<file path="config.mk">
export PLATFORM = sky130hd
export DESIGN_NAME = u_rec_frame
export DESIGN_NICKNAME = d
export VERILOG_FILES = /design/src/rtl/u_rec_frame.sv
export SDC_FILE = /design/constraint.sdc
export NUM_CORES = 1
export LEC_CHECK = 0
export CORE_MARGIN = 1.5
export CORE_UTILIZATION = 48
export DETAILED_ROUTE_END_ITERATION = 8
export GPL_ROUTABILITY_DRIVEN = 0
export PLACE_DENSITY = 0.71
export SYNTH_ARGS = -nofsm -noshare
export SYNTH_HDL_FRONTEND = slang
export SYNTH_SLANG_ARGS = --single-unit
</file>
<file path="constraint.sdc">
create_clock -name sys_clk -period 2.2 [get_ports sys_clk]
set_input_delay 0.44 -clock sys_clk [delete_from_list [all_inputs] [get_ports sys_clk]]
set_output_delay 0.44 -clock sys_clk [all_outputs]
set_load 0.02 [all_outputs]
</file>
<file path="src/rtl/u_rec_frame.sv">
// UART receiver: 2-flop synchronised line, mid-cell sampling, LSB-first data, stop-bit check; byte held until acked.
// Byte is ready 2+(WORD_LEN+1)*BIT_CLKS+BIT_CLKS/2 edges after the start edge; the line cannot be stalled, so an unacked byte is overwritten and flagged.
module u_rec_frame #(
  parameter int WORD_LEN = 8,
  parameter int BIT_CLKS = 16
) (
  input  logic                sys_clk,
  input  logic                sys_rst,
  input  logic                uart_recH,
  output logic [WORD_LEN-1:0] rec_dataH,
  output logic                rec_readyH,
  input  logic                rec_ackH,
  output logic                overrun_errH,
  output logic                frame_errH,
  output logic                rec_busyH
);

  localparam int CW = $clog2(BIT_CLKS);
  localparam int BW = (WORD_LEN > 1) ? $clog2(WORD_LEN) : 1;
  localparam logic [CW-1:0] SMP_CNT  = CW'(BIT_CLKS / 2 - 1);
  localparam logic [CW-1:0] END_CNT  = CW'(BIT_CLKS - 1);
  localparam logic [BW-1:0] LAST_BIT = BW'(WORD_LEN - 1);

  typedef enum logic [2:0] {
    R_IDLE  = 3'd0,
    R_START = 3'd1,
    R_DATA  = 3'd2,
    R_STOP  = 3'd3,
    R_BREAK = 3'd4
  } recState_t;

  recState_t           state;
  recState_t           nextState;
  logic                rxMeta;
  logic                rxS;
  logic [CW-1:0]       cellCntr;
  logic [BW-1:0]       bitCnt;
  logic [WORD_LEN-1:0] shreg;
  logic                smpHit;
  logic                endHit;
  logic                cntActive;
  logic                shiftEn;
  logic                goodFrame;
  logic                frameErr;
  logic                ackTaken;

  assign smpHit    = (cellCntr == SMP_CNT);
  assign endHit    = (cellCntr == END_CNT);
  assign cntActive = (state == R_START) || (state == R_DATA) || (state == R_STOP);
  assign ackTaken  = rec_ackH && rec_readyH;
  assign rec_busyH = (state != R_IDLE);

  always_comb begin
    nextState = state;
    shiftEn   = 1'b0;
    goodFrame = 1'b0;
    frameErr  = 1'b0;
    case (state)
      R_IDLE: begin
        if (!rxS) nextState = R_START;
      end
      R_START: begin
        // Line back HI at mid start cell means a glitch, not a frame
        if (smpHit && rxS)  nextState = R_IDLE;
        else if (endHit)    nextState = R_DATA;
      end
      R_DATA: begin
        shiftEn = smpHit;
        if (endHit && (bitCnt == LAST_BIT)) nextState = R_STOP;
      end
      R_STOP: begin
        if (smpHit) begin
          if (rxS) begin
            goodFrame = 1'b1;
            nextState = R_IDLE;
          end else begin
            frameErr  = 1'b1;
            nextState = R_BREAK;
          end
        end
      end
      R_BREAK: begin
        if (rxS) nextState = R_IDLE;
      end
      default: nextState = R_IDLE;
    endcase
  end

  always_ff @(posedge sys_clk) begin
    if (sys_rst) begin
      state <= R_IDLE;
    end else begin
      state <= nextState;
    end
  end

  always_ff @(posedge sys_clk) begin
    if (sys_rst) begin
      rxMeta       <= 1'b1;
      rxS          <= 1'b1;
      cellCntr     <= '0;
      bitCnt       <= '0;
      shreg        <= '0;
      rec_dataH    <= '0;
      rec_readyH   <= 1'b0;
      overrun_errH <= 1'b0;
      frame_errH   <= 1'b0;
    end else begin
      rxMeta     <= uart_recH;
      rxS        <= rxMeta;
      frame_errH <= frameErr;

      if (nextState != state)  cellCntr <= '0;
      else if (!cntActive)     cellCntr <= '0;
      else if (endHit)         cellCntr <= '0;
      else                     cellCntr <= cellCntr + CW'(1);

      if ((state == R_IDLE) && (nextState == R_START))
        bitCnt <= '0;
      else if ((state == R_DATA) && endHit && (bitCnt != LAST_BIT))
        bitCnt <= bitCnt + BW'(1);

      if (shiftEn)
        shreg <= (shreg >> 1) | (WORD_LEN'(rxS) << (WORD_LEN - 1));

      // A byte landing in the ack cycle replaces the acked one cleanly
      if (goodFrame) begin
        rec_dataH  <= shreg;
        rec_readyH <= 1'b1;
        if (rec_readyH && !rec_ackH) overrun_errH <= 1'b1;
        else if (ackTaken)           overrun_errH <= 1'b0;
      end else if (ackTaken) begin
        rec_readyH   <= 1'b0;
        overrun_errH <= 1'b0;
      end
    end
  end

endmodule
</file>
## After elaboration in Yosys (flattened, before gate mapping)

Index checks and enable logic that the tools add are counted.

| storage, ports and cells | value |
|---|---|
| logic and storage cells | 60 |
| register bits after elaboration | 31 |
| input bits | 4 |

| operators by class | value |
|---|---|
| eq/ne operators | 10 |
| reduce and logical (&&, ||, !) cells | 16 |
| add/sub/neg operators | 2 |
| muxes and demuxes | 18 |
| bitwise operators | 4 |

Operators with widths:

| operator | number |
|---|---|
| $mux W3 | 7 |
| $pmux W3 S5 | 1 |
| $mux W1 | 10 |
| $or A7 B8 Y8 | 1 |
| $logic_and A1 B1 Y1 | 7 |
| $eq A3 B1 Y1 const B | 2 |
| $eq A3 B2 Y1 const B | 2 |
| $eq A3 B3 Y1 const B | 2 |
| $add A4 B1 Y4 const B | 1 |
| $eq A4 B3 Y1 const B | 1 |
| $eq A4 B4 Y1 const B | 1 |
| $reduce_or A4 Y1 | 1 |
| $add A3 B1 Y3 const B | 1 |
| $logic_not A3 Y1 | 1 |
| $ne A3 B3 Y1 | 1 |
| $ne A3 B3 Y1 const B | 1 |
| $not A1 Y1 | 3 |
| $reduce_bool A3 Y1 | 1 |
| $reduce_or A3 Y1 | 1 |
| $logic_or A1 B1 Y1 | 2 |
| $reduce_bool A2 Y1 | 1 |
| $reduce_or A2 Y1 | 1 |
| $logic_not A1 Y1 | 1 |

## Logic depth before layout (Yosys ltp)

Gate-level depths: netlist of the first run.

| logic depth | value |
|---|---|
| depth in word-level cells | 7 |
| depth in mapped cells | 6 |

## Worst setup path after synthesis of the first run

OpenSTA, ideal clock, no wires.

| timing | value |
|---|---|
| kind | register to register |
| from | register cellCntr[0] |
| to | register rec_dataH[0] |
| stages on the path, launching flop included | 7 |
| path buffers | 1 |
| clock period less this slack | 1.656 ns |
| arrival | 1.528 ns |
| library setup time | 0.128 ns |
| required time | 2.072 ns |
| slack | 0.544 ns |
| path through | dfxtp_1 > ha_1 > nand3_2 > or4b_1 > buf_4 > mux2i_1 > nor2_1 |

| between the ends | value |
|---|---|
| longest elaborated chain between the ends | 3 |

RTL lines:

| element | RTL line | text |
|---|---|---|
| start, declared | 36 | `logic [CW-1:0] cellCntr;` |
| start signal, assigned | 116 | `else cellCntr <= cellCntr + CW'(1);` |
| $eq A4 B3 Y1 | 47 | `assign smpHit = (cellCntr == SMP_CNT);` |
| $mux W1 | 72 | `if (smpHit) begin` |
| $mux W1 | 58 | `case (state)` |
| end signal, assigned | 128 | `rec_dataH <= shreg;` |
| end, declared | 10 | `output logic [WORD_LEN-1:0] rec_dataH,` |

Every way passes these cells.
A chain may end at the register's enable or synchronous reset.

## Worst setup path after layout of the first run

| timing | value |
|---|---|
| from | register state[1] |
| to | output rec_busyH |

| between the ends | value |
|---|---|
| longest elaborated chain between the ends | 1 |

RTL lines:

| element | RTL line | text |
|---|---|---|
| start, declared | 32 | `recState_t state;` |
| start signal, assigned | 93 | `state <= nextState;` |
| $reduce_bool A3 Y1 | 51 | `assign rec_busyH = (state != R_IDLE);` |
| end, declared | 15 | `output logic rec_busyH` |

Every way passes these cells.

==> flow_metrics.py, run 1 <==
metrics = {
    "cts": {
        "cts_root_buf": "clkbuf_4",
        "insertion_delay_ps": 330,
        "clockBufferDepth": 2,
        "cts_setup_buffers": 0,
        "post_cts_resized": 0,
        "htree_levels": 2,
        "clock_sink_count": 31,
        "clk_transition_reported_paths_ps": 90,
        "cts_inserted_buffers": 5,
        "postCtsHoldBufs": 0,
        "tritoncts": "built",
    },
    "setup_path": {
        "critPathSlowestCell": "clkdlybuf4s50_1",
        "cp.buffers_inverters": 1,
        "crit_cells": 2,
        "endpoint_kind": "output port",
        "crit_path_cell_trace": "or3_1 -> clkdlybuf4s50_1",
        "worst_setup_path_start_kind": "register",
        "critPathKind": "register to output port",
        "r2r_cells": 5,
        "required_ps": 1760,
        "cpLargestDelayFamily": "buffers and inverters",
        "crit_fanout": 9,
        "cp.arrival_ps": 1670,
        "cpPeakStageDelay_ps": 540,
        "reg2reg_slack_ps": 230,
    },
    "pwr": {
        "p_int_uw": 703,
        "p_per_area_nw_per_um2": 612,
        "ir_drop_mv": 0.520,
        "p_sw_frac": 0.228,
        "p_switching_uw": 207,
        "combPwrFrac": 0.033,
        "p_leak_nw": 0.598,
        "clockPowerShare": 0.343,
        "power_frac_seq": 0.624,
    },
    "floorplanning": {
        "start_util": 0.510,
        "pin_count": 16,
        "dieWidth_um": 54.5,
        "rows": 18,
        "core_um2": 2500,
        "die-area_um2": 2970,
        "die_h_um": 54.5,
    },
    "hold_path": {
        "hp-class": "register to register",
        "whs_path_depth": 1,
    },
    "placement": {
        "port_buffers": 15,
        "placed_cell_area_um2": 1440,
        "place_inst": 162,
        "place_hpwl_um": 1470,
    },
    "global_route": {
        "grt_max_degree": 24,
        "gr-total-overflow": 0,
        "grt_pass1_vias": 847,
        "track_usage": 0.179,
        "grt_pass1_wl_um": 3610,
        "antenna_found_initial": 0,
    },
    "sta": {
        "totalNegativeSetupSlack_ps": 0,
        "timing.final.crit_period_ps": 2110,
        "setup_viol": 0,
        "rsz0062_at_grt": "false",
        "clock_skew_ps": 4.86,
        "worst_hold_slack_ps": 416,
        "maxSlewViolCount": 0,
        "fmax_mhz": 473,
        "slew_headroom": 0.665,
        "worstMarginPinSlew_ps": 500,
        "fin_crit_sh": 0.961,
        "finalHoldViolCount": 0,
    },
    "drt": {
        "vias": 907,
        "totalWireLength_um": 2150,
        "dr.pass1.iters": 4,
        "viasPerCell": 5.34,
        "drt_iter0_drc": 20,
        "ant_nets": 0,
        "post_drt_wl_per_cell_um": 12.7,
        "drc": 0,
    },
    "yosys": {
        "ys_async_sr_fraction": 0,
        "synth.distinct_cells": 35,
        "synth_top_cell_area_share": 0.487,
        "syn-instance-count": 123,
        "yosys.area.top_type": "dfxtp_1",
        "yosysSeqAreaShare": 0.487,
        "synth-edff-count": 0,
        "synth-warning-count": 0,
        "yosys_most_used_dff": "dfxtp_1",
        "synth_commonest_cells": "dfxtp_1 (31), nor2_1 (26), mux2i_1 (19)",
        "ys_seq_elements": 31,
        "yosys-top-cells-area": "dfxtp_1 (49%), mux2i_1 (15%), nor2_1 (7.7%), ha_1 (2.9%), nor4b_4 (1.9%)",
        "synth.avg_cell_area_um2": 10.4,
        "syn_nets": 130,
        "yosysMostFrequentCell": "dfxtp_1",
        "synth_area_um2": 1270,
    },
    "final_layout": {
        "instances_no_fill": 170,
        "design_area_um2": 1490,
        "final_util": 0.595,
        "layout.nets": 146,
        "area_growth_pct": 16.7,
        "drive_gt1_frac": 0.114,
        "fillers": 233,
        "insertedDiodeCount": 0,
    },
    "flow_run": {
        "cap_violations": 0,
    },
    "status": {
        "outcome": "complete, no violations",
    },
}
[power groups by stage]
stage          registers [mW]  clock network [mW]  logic (mW)
2_1_floorplan           0.578                   0      0.0210
3_3_place_gp            0.581                   0      0.0296
4_1_cts                 0.568               0.321      0.0304
6_report                0.568               0.312      0.0300
3_5_place_dp            0.581                   0      0.0303
5_1_grt                 0.569               0.347      0.0335
[layout make-up]
| class | count | area (um^2) | area share |
|---|---|---|---|
| clock buffers | 7 | 45.0 | 0.0303 |
| clock inverters | 1 | 5.00 | 0.00337 |
| well taps | 30 | 37.5 | 0.0253 |
| multi-input cells | 84 | 613 | 0.412 |
| repair buffers | 17 | 165 | 0.111 |
| flip-flops and latches | 31 | 621 | 0.418 |
[through the flow]
step	setup WS, ps	total power, mW
finish	86.4	0.910
detailed placement	245	0.612
floorplan	544	0.599
CTS	64.7	0.920
global placement	295	0.611
global route	17.0	0.949
[final timing paths]
kind / from / endpoint
worst max-delay path: state[1]$_SDFF_PP0_ / rec_busyH
worst min-delay path: rxMeta$_SDFF_PP1_ / rxS$_SDFF_PP1_
worst max register to register: cellCntr[0]$_SDFF_PP0_ / rec_dataH[5]$_SDFFE_PP0P_
worst min register to register: rxMeta$_SDFF_PP1_ / rxS$_SDFF_PP1_
[placed cells by master, fill, tap and decap left out]
cell             instances
a2111oi_0                1
a211oi_1                 2
a21oi_1                  1
a221o_1                  1
a31oi_1                  2
a41oi_1                  1
and2_1                   1
and3b_1                  1
buf_4                    2
clkbuf_1                 2
clkbuf_4                 5
clkdlybuf4s50_1         15
clkinv_2                 1
dfxtp_1                 31
ha_1                     3
mux2i_1                 19
nand2_1                  1
nand2b_1                 1
nand2b_4                 1
nand3_1                  1
nand3_2                  1
nand3b_1                 1
nand4b_2                 1
nor2_1                  26
nor2b_1                  1
nor3_1                   4
nor3_4                   1
nor3b_1                  1
nor4_1                   1
nor4b_4                  1
o211ai_1                 1
o21ai_0                  1
or2_2                    3
or3_1                    2
or4b_1                   1
xnor2_1                  1
xor2_1                   1
[registers in the layout, summed over array words and instances (netlist names), named ones only]
signal	count
bitCnt	3
rec_readyH	1
cellCntr	4
rec_dataH	8
rxMeta	1
state	3
shreg	8
rxS	1
frame_errH	1
[layer usage]
metal / GRT usage / vias up / share of wire
met1: 0.208 / 422 / 0.46
met2: 0.277 / 17 / 0.47
met3: 0.0574 / 7 / 0.039
met5: 0 / - / 0
met4: 0.125 / 0 / 0.028
li1: - / 461 / -
[cells by family (layout without fill, tap and decap cells)]
family | Yosys count | count (layout) | synth area share
AND/OR/NAND/NOR | 50 | 50 | 0.232
flip-flops | 31 | 31 | 0.487
AO/OA/AOI/OAI | 10 | 10 | 0.0570
XOR/XNOR | 2 | 2 | 0.0138
buffers and inverters | 8 | 25 | 0.0314
multiplexers | 19 | 19 | 0.149
adder cells (fa/ha/maj) | 3 | 3 | 0.0295
No activity file was read; power rests on OpenSTA's default activity.
==> run 2, diff against run 1 <==
==> constraint.sdc (replaced) <==
create_clock -name sys_clk -period 2.02 [get_ports sys_clk]
set_input_delay 0.404 -clock sys_clk [delete_from_list [all_inputs] [get_ports sys_clk]]
set_output_delay 0.404 -clock sys_clk [all_outputs]
set_load 0.02 [all_outputs]
==> flow_metrics.py, run 2 (same netlist as run 1, synthesis figures left out) <==
metrics = {
    "cts": {
        "clock_sink_count": 31,
        "htree_levels": 2,
        "cts_inserted_buffers": 5,
        "clk_transition_reported_paths_ps": 90,
        "postCtsHoldBufs": 0,
        "clockBufferDepth": 2,
        "tritoncts": "built",
        "cts_setup_buffers": 0,
        "cts_root_buf": "clkbuf_4",
        "insertion_delay_ps": 330,
    },
    "final_layout": {
        "final_util": 0.600,
        "area_growth_pct": 17.8,
        "final_common_cell": "dfxtp_1",
        "layout.nets": 148,
        "insertedDiodeCount": 0,
        "drive_gt1_frac": 0.127,
        "mostFrequentLayoutCells": "dfxtp_1 (31), nor2_1 (26), mux2i_1 (19)",
        "reg_top3": "rec_dataH (8), shreg (8), cellCntr (4)",
    },
    "floorplanning": {
        "core_um2": 2500,
        "rows": 18,
        "start_util": 0.510,
        "die_h_um": 54.5,
        "pin_count": 16,
        "die-area_um2": 2970,
        "dieWidth_um": 54.5,
    },
    "setup_path": {
        "cp.arrival_ps": 1450,
        "cpLargestDelayFamily": "flip-flops",
        "crit_fanout": 9,
        "crit_path_cell_trace": "or3_1 -> dlygate4sd2_1",
        "required_ps": 1620,
        "endpoint_kind": "output port",
        "critPathKind": "register to output port",
        "cp.buffers_inverters": 1,
        "worst_setup_path_start_kind": "register",
        "cpPeakStageDelay_ps": 400,
        "critPathSlowestCell": "dfxtp_1",
    },
    "pwr": {
        "clockPowerShare": 0.337,
        "power_uw": 982,
        "power_frac_seq": 0.628,
        "p_leak_nw": 0.612,
        "combPwrFrac": 0.035,
        "p_int_uw": 765,
        "ir_drop_mv": 0.549,
        "p_sw_frac": 0.221,
        "p_switching_uw": 217,
        "p_per_area_nw_per_um2": 654,
    },
    "global_route": {
        "grt_pass1_wl_um": 3690,
        "grt_max_degree": 24,
        "grt_pass1_vias": 851,
        "antenna_found_initial": 0,
        "track_usage": 0.185,
        "gr-total-overflow": 0,
    },
    "sta": {
        "maxSlewViolCount": 0,
        "timing.final.crit_period_ps": 1850,
        "clock_skew_ps": 11.3,
        "worstMarginPinSlew_ps": 452,
        "finalHoldViolCount": 0,
        "totalNegativeSetupSlack_ps": 0,
        "rsz0062_at_grt": "false",
        "setup_viol": 0,
        "slew_headroom": 0.698,
        "fmax_mhz": 539,
        "fin_crit_sh": 0.918,
    },
    "drt": {
        "dr.pass1.iters": 3,
        "totalWireLength_um": 2130,
        "drc": 0,
        "wl_met2_um": 1060,
        "drt_iter0_drc": 6,
        "viasPerCell": 5.27,
        "post_drt_wl_per_cell_um": 12.4,
        "drt-met1-wl_um": 979,
        "ant_nets": 0,
        "vias": 906,
        "top_layer": "met4",
        "wl_met3_um": 66,
    },
    "flow_run": {
        "cap_violations": 0,
    },
    "status": {
        "outcome": "complete, no violations",
    },
    "hold_path": {
        "hp-class": "register to register",
    },
    "placement": {
        "place_hpwl_um": 1540,
        "port_buffers": 15,
    },
}
[run 2: final cells by class]
type	instances	area, um^2
clock inverter	1	5.00
sequential	31	621
multi-input combinational	84	613
fill	224	1000
tap	30	37.5
timing repair buffer	19	179
clock buffer	7	45.0
[run 2: metrics by stage]
step | area (um^2) | hold slack [ps] | worst slack (ps) | std cells
final | 1500 | 430 | 165 | 172
after global routing | 1500 | 448 | 70.9 | 172
after CTS | 1500 | 433 | 145 | 172
after detailed placement | 1450 | 402 | 230 | 164
after global placement | 1450 | 401 | 287 | 164
after floorplan | 1270 | 389 | 364 | 123
[run 2: repair_timing]
item,4_1_cts,5_1_grt
setup endpoints to repair,1,0
hold endpoints to repair,0,0
gates resized for setup,1,0
[run 2: routing by layer]
metal	global-route usage	vias to the layer above
met5	0	-
met4	0.0750	0
met3	0.0984	4
met2	0.289	10
met1	0.211	427
li1	-	465
[run 2: power by group through the flow]
| stage | Clock [mW] | Combinational, mW | Sequential (mW) |
|---|---|---|---|
| CTS | 0.346 | 0.0349 | 0.616 |
| global route | 0.373 | 0.0383 | 0.617 |
| global placement | 0 | 0.0347 | 0.630 |
| floorplan | 0 | 0.0229 | 0.630 |
| detailed placement | 0 | 0.0357 | 0.630 |
| finish | 0.331 | 0.0344 | 0.616 |
[run 2: final timing paths]
kind	cells after the start	slack (ps)	start	endpoint
min reg2reg	1	430	rxMeta$_SDFF_PP1_	rxS$_SDFF_PP1_
min	1	430	rxMeta$_SDFF_PP1_	rxS$_SDFF_PP1_
max	2	170	state[2]$_SDFF_PP0_	rec_busyH
max reg2reg	6	220	cellCntr[0]$_SDFF_PP0_	rec_dataH[6]$_SDFFE_PP0P_
[run 2: worst register-to-register path, delay by kind of cell (launching register included)]
kind                       cells  cell delay, ps
and+or+nand+nor                3             670
DFF                            1             360
adders and majority gates      1             300
buffers and inverters          1             200
muxes                          1             160
